## config.mk

```make
export PLATFORM = sky130hd
export DESIGN_NAME = event_readout_ctrl
export DESIGN_NICKNAME = d
export VERILOG_FILES = /design/src/rtl/event_readout_ctrl.sv
export SDC_FILE = /design/constraint.sdc
export NUM_CORES = 1
export LEC_CHECK = 0
export ABC_AREA = 1
export BUFFER_PORTS_ARGS = -buffer_cell sky130_fd_sc_hd__buf_2
export CAP_MARGIN = 15
export CORE_ASPECT_RATIO = 0.8
export CORE_MARGIN = 8
export CORE_UTILIZATION = 40
export DETAILED_ROUTE_END_ITERATION = 16
export GPL_TIMING_DRIVEN = 0
export PLACE_DENSITY = 0.72
export REMOVE_ABC_BUFFERS = 1
export SETUP_SLACK_MARGIN = 0.5
export SLEW_MARGIN = 20
export SYNTH_ARGS = -nofsm -noshare
export SYNTH_HDL_FRONTEND = slang
export SYNTH_SLANG_ARGS = --single-unit
```

## constraint.sdc

```tcl
create_clock -name clk100 -period 4.6 [get_ports clk100]
set_clock_uncertainty 0.2 [all_clocks]
set_input_delay 0.23 -clock clk100 [delete_from_list [all_inputs] [get_ports clk100]]
set_output_delay 0.23 -clock clk100 [all_outputs]
set_load 0.02 [all_outputs]
```

## src/rtl/event_readout_ctrl.sv

```systemverilog
// Event sequencer for the scintillator-triggered drift-tube readout: opens the tube
// timing window, scans the 32 tube registers through the external mux and frames them into the FIFO.
module event_readout_ctrl #(
    parameter int DRIFT_WINDOW = 256,
    parameter int CLR_CYCLES   = 12,
    parameter int HOLDOFF      = 16,
    parameter int FIFO_DEPTH   = 1024
) (
    input  logic        clk100,
    input  logic        rst,
    input  logic        scin_coin,
    input  logic [7:0]  ch_data,
    input  logic        fifo_full,
    input  logic [9:0]  fifo_wr_count,
    output logic        gate_en,
    output logic        tube_clr,
    output logic [4:0]  ch_sel,
    output logic [15:0] fifo_din,
    output logic        fifo_wr,
    output logic        busy,
    output logic [7:0]  evt_cnt,
    output logic [7:0]  drop_cnt
);

    localparam int EVT_WORDS = 34;

    typedef enum logic [2:0] {
        S_IDLE,
        S_WINDOW,
        S_CHECK,
        S_HEADER,
        S_SCAN,
        S_TRAILER,
        S_CLEAR,
        S_HOLDOFF
    } state_t;

    state_t      state;
    state_t      state_nxt;
    logic [11:0] cnt;
    logic [11:0] cnt_nxt;
    logic [4:0]  idx;
    logic [4:0]  idx_nxt;
    logic        trl_loaded;
    logic        trl_loaded_nxt;

    logic        coin_s1;
    logic        coin_s2;
    logic        coin_s2_d;
    logic        coin_edge;

    logic        load;
    logic [15:0] load_word;
    logic        evt_inc;
    logic        drop_inc;
    logic        accept;
    logic        can_load;
    logic [11:0] space;
    logic        space_ok;

    // FIFO handshake: fifo_wr is the valid and ~fifo_full the ready; a word moves on a
    // rising edge with both high. The output register may only be reloaded when it is
    // empty or its current word moves on that same edge, so nothing is dropped or repeated.
    assign accept   = fifo_wr & ~fifo_full;
    assign can_load = ~fifo_wr | ~fifo_full;

    assign space    = 12'(FIFO_DEPTH) - {2'b00, fifo_wr_count};
    assign space_ok = (space >= 12'(EVT_WORDS));

    assign gate_en  = (state == S_WINDOW);
    assign tube_clr = (state == S_CLEAR);
    assign busy     = (state != S_IDLE);
    // The mux address leads the registered word by one cycle so ch_data can settle.
    assign ch_sel   = (state == S_SCAN) ? idx : 5'd0;

    always_ff @(posedge clk100 or posedge rst) begin
        if (rst) begin
            coin_s1   <= 1'b0;
            coin_s2   <= 1'b0;
            coin_s2_d <= 1'b0;
            coin_edge <= 1'b0;
        end else begin
            coin_s1   <= scin_coin;
            coin_s2   <= coin_s1;
            coin_s2_d <= coin_s2;
            coin_edge <= coin_s2 & ~coin_s2_d;
        end
    end

    always_ff @(posedge clk100 or posedge rst) begin
        if (rst) begin
            state      <= S_IDLE;
            cnt        <= 12'd0;
            idx        <= 5'd0;
            trl_loaded <= 1'b0;
        end else begin
            state      <= state_nxt;
            cnt        <= cnt_nxt;
            idx        <= idx_nxt;
            trl_loaded <= trl_loaded_nxt;
        end
    end

    always_comb begin
        state_nxt      = state;
        cnt_nxt        = cnt;
        idx_nxt        = idx;
        trl_loaded_nxt = trl_loaded;
        load           = 1'b0;
        load_word      = 16'hFFFF;
        evt_inc        = 1'b0;
        drop_inc       = 1'b0;
        case (state)
            S_IDLE: begin
                cnt_nxt = 12'd0;
                if (coin_edge) begin
                    state_nxt = S_WINDOW;
                end
            end
            S_WINDOW: begin
                if (cnt == 12'(DRIFT_WINDOW - 1)) begin
                    cnt_nxt   = 12'd0;
                    state_nxt = S_CHECK;
                end else begin
                    cnt_nxt = cnt + 12'd1;
                end
            end
            S_CHECK: begin
                if (space_ok) begin
                    state_nxt = S_HEADER;
                end else begin
                    drop_inc  = 1'b1;
                    state_nxt = S_CLEAR;
                end
            end
            S_HEADER: begin
                if (can_load) begin
                    load      = 1'b1;
                    load_word = {8'hE0, evt_cnt};
                    idx_nxt   = 5'd0;
                    state_nxt = S_SCAN;
                end
            end
            S_SCAN: begin
                if (can_load) begin
                    load      = 1'b1;
                    load_word = {ch_data, 3'b101, idx};
                    if (idx == 5'd31) begin
                        idx_nxt        = 5'd0;
                        trl_loaded_nxt = 1'b0;
                        state_nxt      = S_TRAILER;
                    end else begin
                        idx_nxt = idx + 5'd1;
                    end
                end
            end
            S_TRAILER: begin
                // First load the trailer, then stay until it has actually left the register.
                if (!trl_loaded) begin
                    if (can_load) begin
                        load           = 1'b1;
                        load_word      = 16'hFFFF;
                        trl_loaded_nxt = 1'b1;
                    end
                end else if (accept) begin
                    evt_inc        = 1'b1;
                    trl_loaded_nxt = 1'b0;
                    cnt_nxt        = 12'd0;
                    state_nxt      = S_CLEAR;
                end
            end
            S_CLEAR: begin
                if (cnt == 12'(CLR_CYCLES - 1)) begin
                    cnt_nxt   = 12'd0;
                    state_nxt = (HOLDOFF == 0) ? S_IDLE : S_HOLDOFF;
                end else begin
                    cnt_nxt = cnt + 12'd1;
                end
            end
            S_HOLDOFF: begin
                if (cnt == 12'(HOLDOFF - 1)) begin
                    cnt_nxt   = 12'd0;
                    state_nxt = S_IDLE;
                end else begin
                    cnt_nxt = cnt + 12'd1;
                end
            end
            default: begin
                state_nxt = S_IDLE;
            end
        endcase
    end

    always_ff @(posedge clk100 or posedge rst) begin
        if (rst) begin
            fifo_wr  <= 1'b0;
            fifo_din <= 16'hFFFF;
        end else if (load) begin
            fifo_wr  <= 1'b1;
            fifo_din <= load_word;
        end else if (accept) begin
            fifo_wr  <= 1'b0;
            fifo_din <= 16'hFFFF;
        end
    end

    always_ff @(posedge clk100 or posedge rst) begin
        if (rst) begin
            evt_cnt  <= 8'd0;
            drop_cnt <= 8'd0;
        end else begin
            if (evt_inc) begin
                evt_cnt <= evt_cnt + 8'd1;
            end
            if (drop_inc && (drop_cnt != 8'hFF)) begin
                drop_cnt <= drop_cnt + 8'd1;
            end
        end
    end

endmodule

```

== After elaboration in Yosys (flattened, before gate mapping) ==
Cells that the tools add are included.

* Order comparisons: 1
* Multiplexer cells: 42
* $add $sub $neg: 5
* Reduce and logical (&&, ||, !) cells: 12
* Equality and inequality tests: 21
* Bitwise gates (word level): 6

{| class="wikitable"
|+ Operators by type and width
! cell !! count
|-
| $mux 12 || 5
|-
| $pmux 12 s5 || 1
|-
| $mux 16 || 3
|-
| $pmux 16 s2 || 1
|-
| $mux 3 || 10
|-
| $eq 12x4->1 const B || 2
|-
| $pmux 3 s8 || 1
|-
| $mux 5 || 4
|-
| $add 8x1->8 const B || 2
|-
| $mux 1 || 13
|-
| $mux 13 || 1
|-
| $add 12x1->12 const B || 1
|-
| $eq 12x8->1 const B || 1
|-
| $eq 3x3->1 const B || 4
|-
| $ge 12x6->1 const B || 1
|-
| $ne 2x2->1 const B || 6
|-
| $sub 11x10->12 const A || 1
|-
| $pmux 5 s2 || 1
|-
| $reduce_and 3->1 || 3
|-
| $reduce_and 9->1 || 1
|-
| $ne 8x8->1 const B || 1
|-
| $eq 3x2->1 const B || 2
|-
| $ne 2x1->1 const B || 3
|-
| $reduce_bool 2->1 || 3
|-
| other kinds (12) || 16
|}

* Word-level logic and storage cells: 99
* Output and inout port bits: 41
* Input port bits: 22
* Flip-flop bits (word level): 58

== Depth between registers and ports, before layout ==
* Depth after elaboration: 6
* Depth in mapped cells: 12
* Depth with buffers taken out: 12

== Worst setup path before layout ==
OpenSTA, ideal clock, no wires.

* Path kind: register -> register
* From: register state[0]
* To: register cnt[8]
* Setup time: 0.086 ns
* Path slack: 2.794 ns
* Arrival time: 1.520 ns
* Period minus slack after synthesis: 1.806 ns
* Buffers on the path: 0
* Required time: 4.314 ns
* Cell stages (with the launch flop): 8
* Cell sequence: dfrtp_1 > inv_1 > nand2_1 > nor2_1 > o31ai_1 > nand3_2 > nor2_1 > nor3_1

* Longest elaborated chain between the ends: 3
* Elaborated cells between the ends (all ways): 10
* Those cells by class: eq/ne: 6; mux: 1; reduce/logical: 3

{| class="wikitable"
|+ RTL lines
! what !! line !! RTL
|-
| start, declared || 38 || <nowiki>state_t state;</nowiki>
|-
| start signal, assigned || 97 || <nowiki>state <= state_nxt;</nowiki>
|-
| $eq 3x3->1 (*) || - ||
|-
| net tube_clr || 16 || <nowiki>output logic tube_clr,</nowiki>
|-
| $reduce_bool 5->1 (no source line) || - ||
|-
| $reduce_and 3->1 (no source line) || - ||
|-
| end signal, assigned || 98 || <nowiki>cnt <= cnt_nxt;</nowiki>
|-
| end, declared || 40 || <nowiki>logic [11:0] cnt;</nowiki>
|}

Mark *: on every way through the listed nets, which the timed path passes. The rest lies on a longest branch.
A chain may end at the register's enable or synchronous reset.

== Worst setup path after layout ==
* From: register state[0]
* To: register fifo_din[6]

* Longest elaborated chain between the ends: 4
* Elaborated cells between the ends (all ways): 8
* Those cells by class: eq/ne: 3; mux: 3; reduce/logical: 2

{| class="wikitable"
|+ RTL lines
! what !! line !! RTL
|-
| $eq 3x3->1 / $eq 3x2->1 (equally long branches) || 113 || <nowiki>case (state)</nowiki>
|-
| $reduce_or 2->1 (no source line) || - ||
|-
| $pmux 1 s2 || 113 ||
|-
| $mux 16 / $reduce_bool 2->1 (equally long branches) || - ||
|-
| end signal, assigned || 200 || <nowiki>fifo_din <= load_word;</nowiki>
|-
| end, declared || 18 || <nowiki>output logic [15:0] fifo_din,</nowiki>
|}

Several ways; a longest one is shown, not always the timed one.

==> metrics.md <==
| Metric | Value |
|---|---|
| Die width | 116.5 um |
| Die area | 0.01123 mm^2 |
| Grt ovf | 0 |
| Port buffer count | 62 |
| Layout area overhead | 22.38% |
| Worst reg2reg path depth | 7 |
| Fmax | 413.9 MHz |
| Leak | 2.053 nW |
| Final hold vios | 0 |
| CTS tree | yes |
| Worst Path Required | 4.64 ns |
| Hold path cells | 3 |
| Commonest non-fill, non-tap cell in the layout | nand2_1 |
| Setup repair after global routing missed its margin | no |
| Final non-filler cell area | 0.003955 mm^2 |
| Library cells used by synthesis | 30 |
| Pre-CTS WS | 2.232 ns |
| Vias post-DR | 2,942 |
| Tightest Pin Transition | 0.9086 ns |
| Power per cell area | 524.1 mW/mm^2 |
| Core Area | 0.007874 mm^2 |
| First-pass GRT wire length | 13,740 um |
| Final worst slack | 2.184 ns |
| Routed wire per std cell | 13.39 um |
| Antenna violations before repair | 0 |
| Seq/Total Area, Yosys | 45.53% |
| Post-Route WL | 8127 um |
| Maximum clock path buffer count | 2 |
| Fin nets | 524 |
| Total Power | 2.073 mW |
| Rel. slew slack | 39.20% |
| Syn Area/Cell | 7.750 um^2 |
| Vias per std cell | 4.847 |
| Layout cell share with drive strength beyond 1 | 21.64% |
| Hpwl dp | 5959 um |
| Ys async rst share | 100.0% |
| Die height | 96.40 um |
| Placed Area | 0.003666 mm^2 |
| Post-synth EDFFs | 0 |
| Startpoint types | flop |
| Residual DRC | 0 |
| CTS Sinks | 58 |
| Hold WC Path Type | input port to flop |
| Yosys warns | 0 |
| Max-slew violations | 0 |
| Global-route usage over all layers | 15.34% |
| Period utilization | 52.52% |
| TritonRoute pass-1 iters | 4 |
| Top_reg_cell synth | dfrtp_1 |
| Worst Setup End Kind | flop |
| Final setup viols | 0 |
| Final core occ | 50.23% |
| Maximum fanout along the worst path | 12 |
| Most frequent cells in the layout | 83 x nand2_1, 67 x inv_1, 62 x buf_2 |
| Cells after synthesis | 417 |
| Starting density of the core | 41.05% |
| Critical path class | flop to flop |
| Num rows | 29 |
| Largest net degree at the start of global routing | 51 |
| Clock Tree Root | clkbuf_8 |
| Vias in the first global route | 2,924 |
| Setup_tns | 0 ns |
| Max cap viols | 0 |
| Final GP Congestion | 0.8938 |
| # IOs | 63 |
| VDD IR-drop max | 0.2717 mV |
| Status | finished, final reports clean |
| #FFs+latches synth | 58 |
| Clock latency on the worst-skew pair | 0.32 ns |
| Mapped Area | 0.003232 mm^2 |
| Clock transition at path regs | 0.06 ns |
| # diodes | 0 |
| CTS Buf Count | 9 |
| Minimum clock period | 2.416 ns |
| DRT iter0 DRCs | 143 |
| Number of nets with antenna violations after routing | 0 |
| H-Tree Depth | 3 |
| Worst path arrival time | 2.46 ns |
==> worst max-delay path: stages, from the launching register on <==
cell     delay, ns
dfrtp_1       0.44
nor2_2        0.19
nand2_4       0.11
inv_2         0.20
nor2_2        0.09
a21oi_2       0.54
nor2_1        0.30
a21oi_1       0.25
==> cells in the mapped netlist (all sizes together), types with 6 or more instances <==
library cell | count | share of area, %
o21ai | 20 | 3.1
nand3 | 23 | 4.0
a21oi | 24 | 3.9
buf | 6 | 1.3
nor2 | 55 | 6.6
dfstp | 16 | 13
nand2 | 86 | 11
a31oi | 6 | 1.2
inv | 70 | 8.2
ha | 7 | 2.7
nor3 | 18 | 2.8
dfrtp | 42 | 33
nand4 | 21 | 4.1
xor2 | 11 | 3.0
==> path summary, 6_finish.rpt <==
check	startpoint	end	slack [ns]
worst max-delay path	state[0]	fifo_din[6]	2.18
worst min-delay path	fifo_full	fifo_wr	0.13
worst max register to register	state[0]	fifo_din[6]	2.18
worst min register to register	coin_s1	coin_s2	0.15
max in group asynchronous	rst	fifo_din[10]	3.53
min in group asynchronous	rst	drop_cnt[7]	0.14
==> flip-flops by register name, summed over array words and instances (netlist names) <==
name	count
drop_cnt	8
cnt	12
evt_cnt	8
trl_loaded	1
fifo_wr	1
idx	5
coin_s2_d	1
fifo_din	16
state	3
coin_edge	1
coin_s2	1
coin_s1	1
==> through the flow <==
| stage | std cells | hold WS [ns] |
|---|---|---|
| detailed placement | 582 | -0.05901 |
| floorplan | 411 | 0.06143 |
| global route | 607 | 0.1502 |
| finish | 607 | 0.1341 |
| global placement | 581 | 0.1332 |
| CTS | 607 | 0.1039 |
==> layout make-up <==
class	instances	area (um^2)
clock buffer	13	178.9
clock inverter	2	10.01
fill	760	3919
inverter	70	267.8
multi-input combinational	283	1454
sequential	58	1471
tap	108	135.1
timing repair buffer	73	437.9
==> report_power, final <==
| group | internal, mW | total, mW | switching [mW] |
|---|---|---|---|
| registers | 0.674 | 0.777 | 0.103 |
| clock network | 0.250 | 0.437 | 0.188 |
| logic | 0.255 | 0.858 | 0.603 |
==> layer usage <==
metal  global-route usage [%]  vias up  share of wire, %
li1                         -     1507                 -
met1                    19.55     1367                47
met2                    25.49       64                47
met3                    3.851        4               5.5
met4                    4.198        0              0.71
met5                        0        -                 0
==> repair_timing <==
item                      in CTS  in global routing
hold buffers                  10                  0
setup buffers                  0                  0
hold endpoints to repair      51                  0
resized for setup              0                  0
==> kinds of logic after synthesis <==
| logic type | share of synthesized area (%) |
|---|---|
| AOI/OAI and AO/OA | 9.486 |
| adders and majority gates | 2.710 |
| DFF | 45.53 |
| and+or+nand+nor | 28.46 |
| buffers and inverters | 9.485 |
| xor gates and xnor gates | 4.336 |
Note: power is estimated with default switching activity, not from simulation.
